`config.mk`:
```
export PLATFORM = sky130hd
export DESIGN_NAME = pc_gen
export DESIGN_NICKNAME = d
export VERILOG_FILES = /design/src/rtl/pc_gen.sv
export SDC_FILE = /design/constraint.sdc
export NUM_CORES = 1
export LEC_CHECK = 0
export BUFFER_PORTS_ARGS = -buffer_cell sky130_fd_sc_hd__buf_4
export CORE_UTILIZATION = 52
export CTS_CLUSTER_DIAMETER = 30
export DETAILED_ROUTE_END_ITERATION = 8
export GPL_TIMING_DRIVEN = 0
export PLACE_DENSITY = 0.91
export SYNTH_ARGS = -nofsm -noshare
export SYNTH_HDL_FRONTEND = slang
export SYNTH_SLANG_ARGS = --single-unit
```
`constraint.sdc`:
```
create_clock -name clk -period 4.28 [get_ports clk]
set_input_delay 0.856 -clock clk [delete_from_list [all_inputs] [get_ports clk]]
set_output_delay 0.856 -clock clk [all_outputs]
set_load 0.01 [all_outputs]
```
`src/rtl/pc_gen.sv`:
```
// pc_gen: program-counter register and next-PC generator for the single-cycle core.
// Issues the fetch address and PC+4 link value, handshakes fetches with imem,
// counts retired instructions and halts on a JAL-to-self for end-of-test.
// Optional feature macro: PC_MISALIGN_TRAP_EN. When it is defined, a misaligned
// redirect traps to TRAP_VECTOR and sets a sticky flag. When it is undefined,
// redirect targets are word-aligned and the flag reads 0.
module pc_gen #(
   parameter int              XLEN         = 32,
   parameter logic [XLEN-1:0] RESET_VECTOR = 'h0000_0000,
   parameter logic [XLEN-1:0] TRAP_VECTOR  = 'h0000_0100
) (
   input  logic            clk,
   input  logic            rst,
   input  logic            pc_gen_out,
   input  logic [XLEN-1:0] target_addr,
   input  logic [6:0]      opcode,
   input  logic            stall,
   input  logic            imem_ready,
   output logic [XLEN-1:0] pc,
   output logic [XLEN-1:0] pc_plus4,
   output logic            imem_req,
   output logic [63:0]     instret,
   output logic            halted,
   output logic            misalign_flag
);

   localparam logic [6:0] OP_JAL  = 7'b1101111;
   localparam logic [6:0] OP_JALR = 7'b1100111;

   typedef enum logic [1:0] {
      BOOT = 2'd0,
      RUN  = 2'd1,
      HALT = 2'd2
   } state_t;

   state_t          state;
   state_t          state_nxt;
   logic            advance;
   logic            misalign;
   logic            halt_hit;
   logic [XLEN-1:0] redirect_addr;
   logic [XLEN-1:0] next_pc;

   assign pc_plus4 = pc + XLEN'(4);
   assign advance  = (state == RUN) & imem_ready & ~stall;

   // Next-PC selection: sequential PC+4 or the redirect target (JALR clears bit 0)
   always_comb begin
      redirect_addr = target_addr;
      if (opcode == OP_JALR) begin
         redirect_addr[0] = 1'b0;
      end
`ifdef PC_MISALIGN_TRAP_EN
      misalign = pc_gen_out & (redirect_addr[1:0] != 2'b00);
      next_pc  = pc_gen_out ? redirect_addr : pc_plus4;
`else
      misalign = 1'b0;
      next_pc  = pc_gen_out ? (redirect_addr & ~XLEN'(3)) : pc_plus4;
`endif
      halt_hit = advance & pc_gen_out & (opcode == OP_JAL) & ~misalign & (next_pc == pc);
   end

   // Control FSM state register
   always_ff @(posedge clk or posedge rst) begin
      if (rst) begin
         state <= BOOT;
      end else begin
         state <= state_nxt;
      end
   end

   // Control FSM next state and fetch/halt outputs
   always_comb begin
      state_nxt = state;
      imem_req  = 1'b0;
      halted    = 1'b0;
      case (state)
         BOOT: begin
            state_nxt = RUN;
         end
         RUN: begin
            imem_req = 1'b1;
            if (halt_hit) begin
               state_nxt = HALT;
            end
         end
         HALT: begin
            halted = 1'b1;
         end
         default: begin
            state_nxt = BOOT;
         end
      endcase
   end

   // PC register and retired-instruction counter, both move only on an advance
   always_ff @(posedge clk or posedge rst) begin
      if (rst) begin
         pc      <= RESET_VECTOR;
         instret <= 64'd0;
      end else if (advance) begin
         pc      <= misalign ? TRAP_VECTOR : next_pc;
         instret <= instret + 64'd1;
      end
   end

`ifdef PC_MISALIGN_TRAP_EN
   // Sticky misaligned-redirect flag, cleared only by reset
   always_ff @(posedge clk or posedge rst) begin
      if (rst) begin
         misalign_flag <= 1'b0;
      end else if (advance & misalign) begin
         misalign_flag <= 1'b1;
      end
   end
`else
   assign misalign_flag = 1'b0;
`endif

endmodule

```
---- Word level (Yosys, flattened, before mapping) ----
Index checks and enable logic that the tools add are counted.
word-level totals
  register bits ........................... 98
  input port bits ......................... 44
  output and inout port bits .............. 131
  logic and storage cells ................. 24
cells by class
  $add $sub $neg .......................... 2
  eq/ne operators ......................... 5
  multiplexer cells ....................... 5
  bitwise operators ....................... 7
  reduce and logical (&&, ||, !) cells .... 2
operators with widths
  operator                 number
  $add A64 B1 Y64 const B  1
  $add A32 B3 Y32 const B  1
  $eq A32 B32 Y1           1
  $mux W32                 1
  $eq A7 B7 Y1 const B     1
  $pmux W2 S3              1
  $and A1 B1 Y1            5
  $eq A2 B1 Y1 const B     1
  $eq A2 B2 Y1 const B     1
  $logic_not A2 Y1         1
  $mux W1                  2
  $mux W2                  1
  $ne A2 B2 Y1 const B     1
  $not A1 Y1               2
  $reduce_and A2 Y1        1

---- Depth between registers and ports, before layout ----
Gate-level depths: netlist (run 1).
  word-level depth ........................ 8
  depth in mapped cells ................... 8
  gate-level depth less buffers ........... 6

---- Least setup slack after synthesis (run 1) ----
Ideal clock, no wire load.
  kind .................................... register to output
  start ................................... reg pc[3]
  end ..................................... out pc_plus4[20]
  arrival ................................. 1935 ps
  data required time ...................... 3424 ps
  path slack .............................. 1489 ps
  stages on the path, launching flop included .. 6
  path buffers ............................ 0
  cell sequence ........................... dfrtp_1 > ha_1 > nand4_1 > nor3_1 > nor3b_1 > xnor2_1
on the way
  word-level cells in the longest chain between the ends .. 1
ends and longest elaborated chain
  what                      line  source
  start: declaration        19    output logic [XLEN-1:0] pc,
  start signal: assignment  102   pc <= misalign ? TRAP_VECTOR : next_pc;
  $add A32 B3 Y32           44    assign pc_plus4 = pc + XLEN'(4);
  end: declaration          20    output logic [XLEN-1:0] pc_plus4,
No other way between the ends.

---- Worst setup path after layout (run 1) ----
Ends and elaborated chain as after synthesis.

==> results.toml, run 1 <==
[status]
outcome = "completed"

[power]
power_mw = 1.66
pwr-share-comb = 0.065
switching_share = 0.236
p_int_mw = 1.27
powerDensity_nw_per_um2 = 220
seqPwrFrac = 0.557
switchingPower_mw = 0.391
p_leak_nw = 3.57
irDropWorstVdd_mv = 0.129
p_clk_frac = 0.378

[synth]
synth_cell_types = 51
ys_seq_area_frac = 0.419
yosys-top-cells-count = "dfrtp_1, xnor2_1, nand2_1"
ys.flop_type = "dfrtp_1"
syn_area_sq_um = 5850
synthesis.nets = 674
synth_top_cell_by_area = "dfrtp_1"
ys_top_cells_by_area = "dfrtp_1, xnor2_1, xor2_1, nand3_1, nand2_1"
synth_top_area_frac = 0.419
syn_inst = 628
synthArstFlopShare = 1.00
synth_edf_count = 0
synth_warnings = 0
yosysMostFrequentCell = "dfrtp_1"
postSynthAreaPerCell_sq_um = 9.32
synth_seq_cells = 98

[clock_tree]
clkSlewWorstSetupHoldPaths_ns = 0.09
cts_tree = "yes"
h-tree-depth = 3
clock_sinks = 98
cts_resized = 0
numCtsBuffers = 9
worstSkewPairLatency_ns = 0.38
post_cts_buffers = 0
hold_buffers = 0
cts-root-buf = "clkbuf_8"
cts_buffer_depth = 2

[floorplanning]
coreArea_sq_um = 10900
dieHeight_um = 108
top_level_ports = 175
dieArea_sq_um = 11700
start_util = 0.538
rows = 38
die_x_um = 108

[placed_design]
port-buffer-count = 171
dp_cells = 940
dp_hpwl_um = 12400
place_congestion = 0.979

[setup_path]
crit_path_end_kind = "output pin"
ff2ff_setup_slack_ns = 1.50
path_cells = "ha_1 > nand4_1 > nor3_1 > nor3b_1 > xnor2_1 > buf_4"
crit_type = "reg -> out"
cp-start-kind = "flop"
critPathMaxStageDelay_ns = 0.67
cp.arrival_ns = 3.03
cpMaxStageDelayCell = "nor3_1"
r2r_cells = 6
cp_max_fo = 8
cp.required_ns = 3.42

[detailed_routing]
wl_um = 16500
drtPass1Iterations = 7
via_count = 5489
route.detailed.drc = 0
drtIter0Drc = 410
routedWlPerCell_um = 17.3
avgViaCountPerCell = 5.75
drtAntennaViolNets = 0

[grt]
grt_first_pass_wirelength_um = 26200
track_usage = 0.289
gr-total-overflow = 0
grt_pass1_vias = 5325
grt_max_degree = 71
grt_antenna_before_repair = 0

[timing]
skew_ns = 0.0178
slew_violations = 0
finalCritPeriodShare = 0.908
tns_ns = 0
maxSlewHeadroom = 0.500
worst_pin_slew_ns = 0.744
final-hold-violation-count = 0
fmax_mhz = 257
period_needed_ns = 3.88
rsz0062_at_grt = "false"
finalSetupViolCount = 0

[job]
cap_viol_max_count = 0

[finish]
fin_cells = 954
syn_to_final_growth_pct = 28.7
layout-drive-gt1-share = 0.271
antennaDiodeCount = 0
fin_nets = 857
post-route-util = 0.692

[hold_path]
hp-class = "in -> async"
-- placed cells by master (no fill, tap or decap), types with 7 or more instances in the layout --
cell,synthesis,layout
nor4_2,7,7
inv_1,23,22
dfrtp_1,98,98
and4_1,9,9
o21ai_0,23,23
nor4_1,7,7
and2_1,8,8
clkbuf_8,0,11
buf_4,3,174
clkbuf_1,40,41
o22ai_1,10,10
nand2_1,51,51
nand3_1,44,44
a2bb2oi_1,9,9
nand4_1,29,29
xor2_1,43,43
a21oi_1,16,16
xnor2_1,76,76
nor2_1,34,34
nor3_2,12,12
nor3_1,20,20
-- flip-flops by register name (all words and copies together), names as in the netlist --
register,count
instret,64
state,2
pc,32
-- power by group through the flow --
stage	logic [mW]	registers [mW]	clock network, mW
2_1_floorplan	0.0497	0.944	0
3_3_place_gp	0.102	0.944	0
3_5_place_dp	0.107	0.943	0
4_1_cts	0.107	0.925	0.627
5_1_grt	0.117	0.925	0.668
6_report	0.107	0.925	0.627
-- cells by family after synthesis --
kind of cell,count (synthesis),share of synthesized area
xor+xnor,119,0.178
simple gates,248,0.247
buf+inv,76,0.0566
other cells,1,0.000641
mux,5,0.00855
compound gates,79,0.0855
flops,98,0.419
fa+ha+maj,2,0.00427
-- cell type report --
class / count / area [sq um]
Timing Repair Buffer: 172 / 1310
Buffer: 52 / 241
Clock buffer: 12 / 155
Sequential cell: 98 / 2450
Inverter: 24 / 92.6
Multi-Input combinational cell: 454 / 3070
Clock inverter: 2 / 37.5
Tap cell: 140 / 175
Fill cell: 878 / 3350
-- worst max-delay path, delay by kind of cell (launching register included) --
family | cells | cell delay [ns]
and+or+nand+nor | 3 | 1.49
DFF | 1 | 0.51
adders and majority gates | 1 | 0.34
xor gates and xnor gates | 1 | 0.17
buffers and inverters | 1 | 0.14
-- path summary, 6_finish.rpt --
check / from / end
max: pc[3] / pc_plus4[20]
max in group asynchronous: rst / pc[27]
max reg2reg: pc[3] / pc[20]
min in group clk: instret[57] / instret[57]
min reg2reg: instret[57] / instret[57]
min: rst / instret[22]
-- through the flow --
step | setup slack (ns) | hold WS [ns] | instance area [sq um]
4_1_cts | 0.466 | 0.479 | 7530
6_report | 0.395 | 0.472 | 7530
3_5_place_dp | 0.905 | 0.481 | 7340
3_3_place_gp | -0.355 | 0.458 | 7310
2_1_floorplan | 0.862 | 0.494 | 5850
5_1_grt | 0.203 | 0.496 | 7530
-- per-layer routing --
metal  routed length (um)  vias up  global-route usage  share of wire
met5                    0        -                   0              0
met4                  699        0               0.166          0.042
met3                 1340       56              0.0524          0.081
met2                 8060      286               0.477           0.49
met1                 6410     2611               0.353           0.39
li1                     -     2536                   -              -
(Power assumes the default switching activity.)
==> run 2: changes to the inputs <==
Settings changed: RECOVER_POWER set to 50.
==> run 2 against run 1 <==
The flow now finishes with violations (capacitance limit, slew limit). Design area fell by 3.4%. First-iteration DRC count decreased by 14%. Routed wire length up 0.37%. Critical path depth unchanged. Highest routed layer unchanged.
==> results.toml, run 2 (same netlist as run 1, synthesis figures left out) <==
[grt]
grt_max_degree = 71
track_usage = 0.289
grt_antenna_before_repair = 0
grt_first_pass_wirelength_um = 26200
grt_pass1_vias = 5325
gr-total-overflow = 0

[detailed_routing]
drtAntennaViolNets = 0
via_count = 5453
routedWlPerCell_um = 17.4
avgViaCountPerCell = 5.72
route.detailed.drc = 0
drtIter0Drc = 354
wl_um = 16600
drtPass1Iterations = 5

[clock_tree]
hold_buffers = 0
clkSlewWorstSetupHoldPaths_ns = 0.09
cts_buffer_depth = 2
cts-root-buf = "clkbuf_8"
numCtsBuffers = 9
clock_sinks = 98
h-tree-depth = 3
cts_tree = "yes"
cts_resized = 0
post_cts_buffers = 0
worstSkewPairLatency_ns = 0.38

[timing]
final-hold-violation-count = 0
finalCritPeriodShare = 0.910
fmax_mhz = 257
skew_ns = 0.0142
finalSetupViolCount = 0
slew_violations = 71
rsz0062_at_grt = "false"
fin_ws_ns = 0.383
period_needed_ns = 3.90
maxSlewHeadroom = -0.201
worst_pin_slew_ns = 1.80

[finish]
top_register = "instret"
most-common-layout-cells = "buf_4, clkbuf_1, dfrtp_1"
largest_registers = "instret: 64 flops, pc: 32 flops, state: 2 flops"
layout_commonest_cell = "buf_4"
layout-drive-gt1-share = 0.199
fill_cells = 924
postLayoutCellArea_sq_um = 7280
syn_to_final_growth_pct = 24.3
antennaDiodeCount = 0
largest_reg_flops = 64
fin_nets = 857
post-route-util = 0.668
fin_cells = 954

[placed_design]
postPlaceCellArea_sq_um = 7340
dp_cells = 940
dp_hpwl_um = 12400
place_ws_ns = 0.905
place_congestion = 0.979
port-buffer-count = 171

[setup_path]
crit_family = "simple AND/OR/NAND/NOR gates"
r2r_cells = 7
endpoint = "pc_plus4[20]"
cp-start-kind = "flop"
cp.required_ns = 3.42
ff2ff_setup_slack_ns = 1.29
crit_type = "reg -> out"
crit_path_end_kind = "output pin"
r2r_start = "state[1]"
critPathMaxStageDelay_ns = 0.68
path_cells = "ha_1 > nand4_1 > nor3_1 > nor3b_1 > xnor2_1 > buf_4"
cpMaxStageDelayCell = "nor3_1"
r2r_end = "instret[43]"
cp.arrival_ns = 3.04
path_depth = 6
cp_max_fo = 8
path_buf_inv = 1
crit_start = "pc[3]"

[power]
irDropWorstVdd_mv = 0.125
p_leak_nw = 3.30
powerDensity_nw_per_um2 = 227
power_mw = 1.65

[floorplanning]
dieHeight_um = 108
rows = 38
start_util = 0.538
die_x_um = 108
top_level_ports = 175
dieArea_sq_um = 11700
coreArea_sq_um = 10900

[hold_path]
hold_depth = 1
hp-class = "reg -> reg"

[status]
outcome = "complete, but fails checks"
violations = "capacitance limit, slew limit"

[job]
cap_viol_max_count = 1
==> run 2: worst reg2reg max path, stage by stage, from the launching register on <==
cell	delay, ns
dfrtp_1	0.42
nand4bb_1	0.37
nor4_1	0.98
nand4_1	0.29
buf_2	0.31
buf_6	0.19
nor3_2	0.19
xor2_1	0.17
==> run 2: stage by stage <==
| stage | hold WS (ns) | TNS (ns) |
|---|---|---|
| global placement | 0.458 | -34.20 |
| floorplan | 0.494 | 0 |
| detailed placement | 0.481 | 0 |
| CTS | 0.479 | 0 |
| global route | 0.515 | 0 |
| finish | 0.495 | 0 |
==> run 2: layer usage <==
| metal | wire length [um] | share of wire | track usage | up-vias |
|---|---|---|---|---|
| li1 | - | - | - | 2540 |
| met1 | 6470 | 0.39 | 0.353 | 2545 |
| met2 | 7930 | 0.48 | 0.477 | 307 |
| met3 | 1410 | 0.085 | 0.0524 | 61 |
| met4 | 762 | 0.046 | 0.166 | 0 |
| met5 | 0 | 0 | 0 | - |
==> run 2: worst min path at each step <==
stage          slack, ns        start           to
2_1_floorplan       0.49     state[0]     state[1]
3_3_place_gp        0.46  instret[63]  instret[63]
5_1_grt             0.51  instret[27]  instret[27]
6_report            0.49  instret[27]  instret[27]
3_5_place_dp        0.48  instret[27]  instret[27]
4_1_cts             0.48          rst  instret[22]
==> run 2: area by class of cell <==
type / count / area (sq um) / area share
Buffer: 52 / 241 / 0.0332
Clock inverter: 2 / 37.5 / 0.00516
Timing Repair Buffer: 172 / 1070 / 0.148
Sequential cell: 98 / 2450 / 0.337
Inverter: 24 / 91.3 / 0.0126
Tap cell: 140 / 175 / 0.0241
Clock buffer: 12 / 155 / 0.0213
Multi-Input combinational cell: 454 / 3050 / 0.419
==> run 2: power by group <==
| group | internal, mW | leakage (nW) | switching (mW) |
|---|---|---|---|
| Sequential | 0.925 | 1.29 | 0 |
| Clock | 0.297 | 0.0946 | 0.328 |
| Combinational | 0.0434 | 1.91 | 0.0604 |
| Total | 1.27 | 3.30 | 0.388 |
